### config.mk
export PLATFORM = sky130hd
export DESIGN_NAME = timer_apb_master
export DESIGN_NICKNAME = d
export VERILOG_FILES = /design/src/rtl/timer_apb_pkg.sv /design/src/rtl/timer_apb_mst_timeout.sv /design/src/rtl/timer_apb_master.sv
export SDC_FILE = /design/constraint.sdc
export NUM_CORES = 1
export LEC_CHECK = 0
export BUFFER_PORTS_ARGS = -buffer_cell sky130_fd_sc_hd__buf_4
export CELL_PAD_IN_SITES_DETAIL_PLACEMENT = 0
export CELL_PAD_IN_SITES_GLOBAL_PLACEMENT = 1
export CORE_UTILIZATION = 38
export DETAILED_ROUTE_END_ITERATION = 12
export PLACE_DENSITY_LB_ADDON = 0.08
export RECOVER_POWER = 25
export SYNTH_ARGS = -nofsm -noshare
export SYNTH_HDL_FRONTEND = slang
export SYNTH_SLANG_ARGS = --single-unit
### constraint.sdc
create_clock -name clk -period 8.6 [get_ports clk]
set_input_delay 2.58 -clock clk [delete_from_list [all_inputs] [get_ports clk]]
set_output_delay 2.58 -clock clk [all_outputs]
set_load 0.005 [all_outputs]
### src/rtl/timer_apb_pkg.sv
// rtl/timer_apb_pkg.sv - shared types and constants for the timer APB requester
//
// Purpose : FSM state encoding, default bus widths and the word-alignment
//           mask used by timer_apb_master and its helpers.
// Ports   : none (package).
package timer_apb_pkg;

  localparam int unsigned APB_ADDR_W_DEF = 13;
  localparam int unsigned APB_DATA_W_DEF = 32;

  // Low address bits that must be zero for a 32-bit word access.
  localparam logic [1:0] APB_ALIGN_MASK = 2'b11;

  typedef enum logic [1:0] {
    ST_IDLE   = 2'd0,
    ST_SETUP  = 2'd1,
    ST_ACCESS = 2'd2,
    ST_RESP   = 2'd3
  } apb_state_e;

  function automatic logic addr_aligned(input logic [1:0] addr_lsb);
    return (addr_lsb & APB_ALIGN_MASK) == 2'b00;
  endfunction

endpackage

### src/rtl/timer_apb_mst_timeout.sv
// rtl/timer_apb_mst_timeout.sv - saturating wait-state counter with expiry flag
//
// Purpose : counts ACCESS cycles spent waiting for PREADY and flags the cycle
//           in which the LIMIT-th consecutive wait cycle is reached.
// Ports   : clk      - clock
//           rst      - asynchronous active-high reset
//           clear    - restart the count (asserted the cycle before ACCESS)
//           count_en - this cycle is an ACCESS cycle with pready low
//           expired  - current wait cycle is the LIMIT-th one
module timer_apb_mst_timeout #(
  parameter int unsigned LIMIT = 256
) (
  input  logic clk,
  input  logic rst,
  input  logic clear,
  input  logic count_en,
  output logic expired
);

  localparam int unsigned CNT_W = $clog2(LIMIT + 1);
  localparam logic [CNT_W-1:0] LAST = CNT_W'(LIMIT - 1);

  logic [CNT_W-1:0] cnt;

  // Holds at LAST so a stalled ACCESS cannot wrap and miss the expiry.
  always_ff @(posedge clk or posedge rst) begin
    if (rst) begin
      cnt <= '0;
    end else if (clear) begin
      cnt <= '0;
    end else if (count_en && (cnt != LAST)) begin
      cnt <= cnt + 1'b1;
    end
  end

  // Gated by count_en so a pready in the final cycle takes precedence.
  assign expired = count_en && (cnt == LAST);

endmodule

### src/rtl/timer_apb_master.sv
// rtl/timer_apb_master.sv - APB4 requester driving the timer slave port from a cmd/rsp stream
//
// Purpose : accepts one register access at a time on the cmd_* stream, runs
//           the APB SETUP/ACCESS sequence with wait states and returns the
//           result on the rsp_* stream. Misaligned addresses are rejected
//           without a bus cycle.
// Config  : APB_MST_TIMEOUT_EN - when defined, an ACCESS phase that sees
//           TIMEOUT_CYCLES cycles without pready is aborted with
//           rsp_err=1 and rsp_timeout=1. Undefined: ACCESS waits forever.
// Ports   : clk, rst                      clock, async active-high reset
//           cmd_valid/cmd_ready           command handshake (ready only in IDLE)
//           cmd_write/addr/wdata/strb     command payload
//           rsp_valid/rsp_ready           response handshake
//           rsp_rdata/rsp_err/rsp_timeout response payload
//           psel/penable/pwrite/paddr/pwdata/pstrb   APB requester outputs
//           prdata/pready/pslverr         APB completer inputs
module timer_apb_master
  import timer_apb_pkg::*;
#(
  parameter int unsigned ADDR_W         = APB_ADDR_W_DEF,
  parameter int unsigned DATA_W         = APB_DATA_W_DEF,
  parameter int unsigned TIMEOUT_CYCLES = 256
) (
  input  logic                clk,
  input  logic                rst,
  input  logic                cmd_valid,
  output logic                cmd_ready,
  input  logic                cmd_write,
  input  logic [ADDR_W-1:0]   cmd_addr,
  input  logic [DATA_W-1:0]   cmd_wdata,
  input  logic [DATA_W/8-1:0] cmd_strb,
  output logic                rsp_valid,
  input  logic                rsp_ready,
  output logic [DATA_W-1:0]   rsp_rdata,
  output logic                rsp_err,
  output logic                rsp_timeout,
  output logic                psel,
  output logic                penable,
  output logic                pwrite,
  output logic [ADDR_W-1:0]   paddr,
  output logic [DATA_W-1:0]   pwdata,
  output logic [DATA_W/8-1:0] pstrb,
  input  logic [DATA_W-1:0]   prdata,
  input  logic                pready,
  input  logic                pslverr
);

  localparam int unsigned STRB_W = DATA_W / 8;

  apb_state_e state, state_nxt;

  logic              cmd_aligned;
  logic              timeout_hit;

  logic [ADDR_W-1:0] paddr_q;
  logic              pwrite_q;
  logic [DATA_W-1:0] pwdata_q;
  logic [STRB_W-1:0] pstrb_q;
  logic [DATA_W-1:0] rsp_rdata_q;
  logic              rsp_err_q;
  logic              rsp_to_q;

  assign cmd_aligned = addr_aligned(cmd_addr[1:0]);

`ifdef APB_MST_TIMEOUT_EN
  timer_apb_mst_timeout #(
    .LIMIT (TIMEOUT_CYCLES)
  ) u_timeout (
    .clk      (clk),
    .rst      (rst),
    .clear    (state == ST_SETUP),
    .count_en ((state == ST_ACCESS) && !pready),
    .expired  (timeout_hit)
  );
`else
  logic unused_timeout_cfg;
  assign unused_timeout_cfg = (TIMEOUT_CYCLES == 0);
  assign timeout_hit        = 1'b0;
`endif

  always_ff @(posedge clk or posedge rst) begin
    if (rst) begin
      state <= ST_IDLE;
    end else begin
      state <= state_nxt;
    end
  end

  always_comb begin
    state_nxt = state;
    unique case (state)
      ST_IDLE: begin
        if (cmd_valid) begin
          state_nxt = cmd_aligned ? ST_SETUP : ST_RESP;
        end
      end
      ST_SETUP: begin
        state_nxt = ST_ACCESS;
      end
      ST_ACCESS: begin
        if (pready || timeout_hit) begin
          state_nxt = ST_RESP;
        end
      end
      ST_RESP: begin
        if (rsp_ready) begin
          state_nxt = ST_IDLE;
        end
      end
      default: state_nxt = ST_IDLE;
    endcase
  end

  // Bus payload is captured only on an aligned accept and then left alone,
  // so it stays stable through SETUP/ACCESS and is retained afterwards.
  always_ff @(posedge clk or posedge rst) begin
    if (rst) begin
      paddr_q     <= '0;
      pwrite_q    <= 1'b0;
      pwdata_q    <= '0;
      pstrb_q     <= '0;
      rsp_rdata_q <= '0;
      rsp_err_q   <= 1'b0;
      rsp_to_q    <= 1'b0;
    end else begin
      unique case (state)
        ST_IDLE: begin
          if (cmd_valid) begin
            rsp_rdata_q <= '0;
            rsp_to_q    <= 1'b0;
            if (cmd_aligned) begin
              paddr_q   <= cmd_addr;
              pwrite_q  <= cmd_write;
              pstrb_q   <= cmd_write ? cmd_strb : '0;
              rsp_err_q <= 1'b0;
              // Reads leave the previous write data on pwdata.
              if (cmd_write) begin
                pwdata_q <= cmd_wdata;
              end
            end else begin
              rsp_err_q <= 1'b1;
            end
          end
        end
        ST_ACCESS: begin
          if (pready) begin
            rsp_rdata_q <= (!pwrite_q && !pslverr) ? prdata : '0;
            rsp_err_q   <= pslverr;
            rsp_to_q    <= 1'b0;
          end else if (timeout_hit) begin
            rsp_rdata_q <= '0;
            rsp_err_q   <= 1'b1;
            rsp_to_q    <= 1'b1;
          end
        end
        default: ;
      endcase
    end
  end

  // Bus control decodes straight from the state register so an async reset
  // drops psel/penable without waiting for a clock edge.
  assign psel      = (state == ST_SETUP) || (state == ST_ACCESS);
  assign penable   = (state == ST_ACCESS);
  assign cmd_ready = (state == ST_IDLE);
  assign rsp_valid = (state == ST_RESP);

  assign pwrite    = pwrite_q;
  assign paddr     = paddr_q;
  assign pwdata    = pwdata_q;
  assign pstrb     = pstrb_q;
  assign rsp_rdata = rsp_rdata_q;
  assign rsp_err   = rsp_err_q;

`ifdef APB_MST_TIMEOUT_EN
  assign rsp_timeout = rsp_to_q;
`else
  logic unused_rsp_to;
  assign unused_rsp_to = rsp_to_q;
  assign rsp_timeout   = 1'b0;
`endif

endmodule

==> impl_metrics.py <==
metrics = {
    "global_routing": {
        "grt_first_pass_wirelength_um": 13660,
        "grt_pass1_vias": 2649,
        "antenna_found_initial": 0,
        "track_usage_pct": 17.60,
        "grt_start_max_net_pins": 86,
        "gr-total-overflow": 0,
    },
    "floorplanning": {
        "boundaryPins": 176,
        "coreArea_mm2": 0.009284,
        "dieArea_mm2": 0.01003,
        "die_h_um": 100.2,
        "rows": 35,
        "die_x_um": 100.2,
        "start_util_pct": 39.43,
    },
    "sta": {
        "hold_viol": 0,
        "rsz0062_at_grt": "no",
        "slew_headroom_pct": 16.71,
        "setup_tns_ns": 0,
        "hold_ws_ns": 0.4941,
        "period_needed_ns": 4.411,
        "fin_crit_sh_pct": 51.29,
        "tightest_slew_ns": 1.247,
        "setup_viol": 0,
        "drv_slew": 0,
        "fmax_ghz": 0.2267,
        "finalClockSkew_ns": 0.008619,
    },
    "setup_path": {
        "worstPathArrival_ns": 4.64,
        "cpPeakStageDelay_ns": 0.91,
        "cp.buffers_inverters": 1,
        "crit_start": "cmd_addr[0]",
        "required_ns": 8.83,
        "worstSetupStartpointType": "primary input",
        "r2r-start": "state[0]$_DFFE_PP0P_",
        "critical_path.max_fanout": 33,
        "cpMaxStageDelayCell": "and4bb_1",
        "end_kind": "flop",
        "critPathKind": "in2reg",
        "path_cells": "buf_4, and4bb_1, nand2_4, mux2_1",
        "crit_family": "simple AND/OR/NAND/NOR gates",
    },
    "cells_and_area": {
        "nNetsFinal": 548,
        "area_delta_synth_final_pct": 43.03,
        "final_core_util_pct": 56.40,
        "n_antenna_cell": 0,
        "drive_above_1_share_pct": 50.43,
    },
    "clock_network": {
        "clk_pin_slew_ns": 0.09,
        "tritoncts": "built",
        "cts_resized": 0,
        "cts_made_buffers": 9,
        "clock_latency_ns": 0.35,
        "post_cts_buffers": 0,
        "clk_path_buf_depth": 2,
        "holdBufCountCts": 0,
        "htree_levels": 3,
        "cts_root_buffer": "clkbuf_8",
        "cts_sinks": 85,
    },
    "flow_run": {
        "maxCapViolations": 0,
    },
    "pwr": {
        "p_leak_nw": 2.696,
        "powerDensity_mw_per_mm2": 302.2,
        "peakVddDrop_uv": 306.4,
    },
    "place": {
        "dp.final_hpwl_um": 5992,
        "port_buffers": 174,
        "place_congestion": 0.6980,
    },
    "route": {
        "post_drt_wl_per_cell_um": 14.82,
        "drt_wl_total_um": 8730,
        "drt_iter0_drc": 64,
        "route.detailed.drc": 0,
        "viasPerCell": 4.654,
        "via_count": 2741,
        "first_pass_iters": 4,
        "antenna_left": 0,
    },
    "yosys": {
        "synthTopCellsByArea": "dfrtp_1 58%, mux2_4 12%, o31ai_1 6.4%, mux2_1 4.0%, nand2_1 3.4%",
        "synth.net_count": 383,
        "ys_warn_count": 0,
        "synth_top_area_share_pct": 58.10,
        "ys_types": 27,
        "syn_area_per_cell_um2": 12.62,
        "syn_area_mm2": 0.003661,
        "synthCells": 290,
        "synth_area_leader_cell": "dfrtp_1",
        "ys_seq_area_share_pct": 58.10,
        "synth_seq_cells": 85,
    },
    "worst_hold_path": {
        "min-delay-path-class": "reg2reg",
        "min_from": "paddr[6]$_DFFE_PP0P_",
    },
    "run_status": {
        "status": "finished clean",
    },
}
## power by group
group          switching (mW)  leakage [nW]  total [mW]  internal [mW]
registers              0.0911          1.11       0.648          0.557
clock network           0.153        0.0893       0.268          0.115
logic                   0.275          1.49       0.667          0.393
total                   0.518          2.70        1.58           1.06
## worst reg2reg max path, stage by stage, from the launching register on
cell and delay [ns]:
dfrtp_1 0.39, inv_1 0.15, ha_1 0.27, and4bb_1 0.88, nand2_4 0.56, mux2_1 0.47
## sequential cells by signal (all words and copies together) (netlist names)
register,count
pwdata,32
rsp_rdata,32
paddr,13
pstrb,4
state,2
pwrite,1
rsp_err,1
## synthesized netlist by cell type
cell and count:
buf_1 4, inv_1 10, nor2_1 4, nand3_1 4, buf_4 2, mux2i_2 1
mux2_4 29, conb_1 1, ha_1 5, o21ai_1 13, nor2b_1 3, o31ai_1 31
nor3_1 1, buf_2 5, o21ai_0 24, nand2_4 1, and4bb_1 1, mux2_1 13
a21oi_1 1, nor3b_2 1, mux2i_1 1, clkbuf_1 9, mux2_2 4, a221oi_2 1
nand2_1 33, buf_6 3, dfrtp_1 85
## cell usage in the layout, fill, tap and decap left out, types with 5 or more instances in the layout
cell type and instances:
o21ai_0 24, dfrtp_1 85, mux2_4 29, ha_1 5, mux2_1 13, nand2_1 33, o31ai_1 31, clkbuf_8 10
buf_4 176, o21ai_1 13, inv_1 9
## layout make-up
cell class | instances | area [um2]
fill | 845 | 4048
sequential | 85 | 2127
multi-input combinational | 172 | 1396
timing repair buffer | 177 | 1329
tap | 129 | 161.4
clock buffer | 10 | 137.6
clock inverter | 6 | 46.29
inverter | 10 | 38.79
## layer usage
| layer | vias to the layer above | track usage, % | wire (um) |
|---|---|---|---|
| li1 | 1342 | - | - |
| met1 | 1287 | 24.08 | 4067 |
| met2 | 102 | 26.29 | 3912 |
| met3 | 10 | 5.223 | 620 |
| met4 | 0 | 6.912 | 129 |
| met5 | - | 0 | 0 |
## stage by stage
step | instances | power [mW] | setup slack, ns | area, um2
2_1_floorplan | 290 | 0.9680 | 3.827 | 3661
3_3_place_gp | 573 | 1.319 | 3.831 | 5052
3_5_place_dp | 573 | 1.332 | 3.773 | 5052
4_1_cts | 589 | 1.601 | 4.154 | 5236
5_1_grt | 589 | 1.691 | 4.053 | 5236
6_report | 589 | 1.582 | 4.189 | 5236
## final timing paths
| kind | endpoint | slack (ns) | cells after the start |
|---|---|---|---|
| worst max-delay path | pwdata[29]$_DFFE_PP0P_ | 4.19 | 4 |
| worst min register to register | paddr[6]$_DFFE_PP0P_ | 0.49 | 1 |
| min in group asynchronous | pwdata[7]$_DFFE_PP0P_ | 2.61 | 3 |
| worst min-delay path | paddr[6]$_DFFE_PP0P_ | 0.49 | 1 |
| worst max register to register | pwdata[29]$_DFFE_PP0P_ | 5.76 | 5 |
| max in group asynchronous | pwdata[27]$_DFFE_PP0P_ | 5.33 | 3 |
## kinds of logic after synthesis
| family | synth area share [%] |
|---|---|
| DFF | 58.10 |
| AOI/OAI and AO/OA | 11.96 |
| muxes | 17.77 |
| and+or+nand+nor | 5.981 |
| buffers and inverters | 4.374 |
| adders and majority gates | 1.709 |
| other | 0.1024 |
No activity file was read; power rests on OpenSTA's default activity.
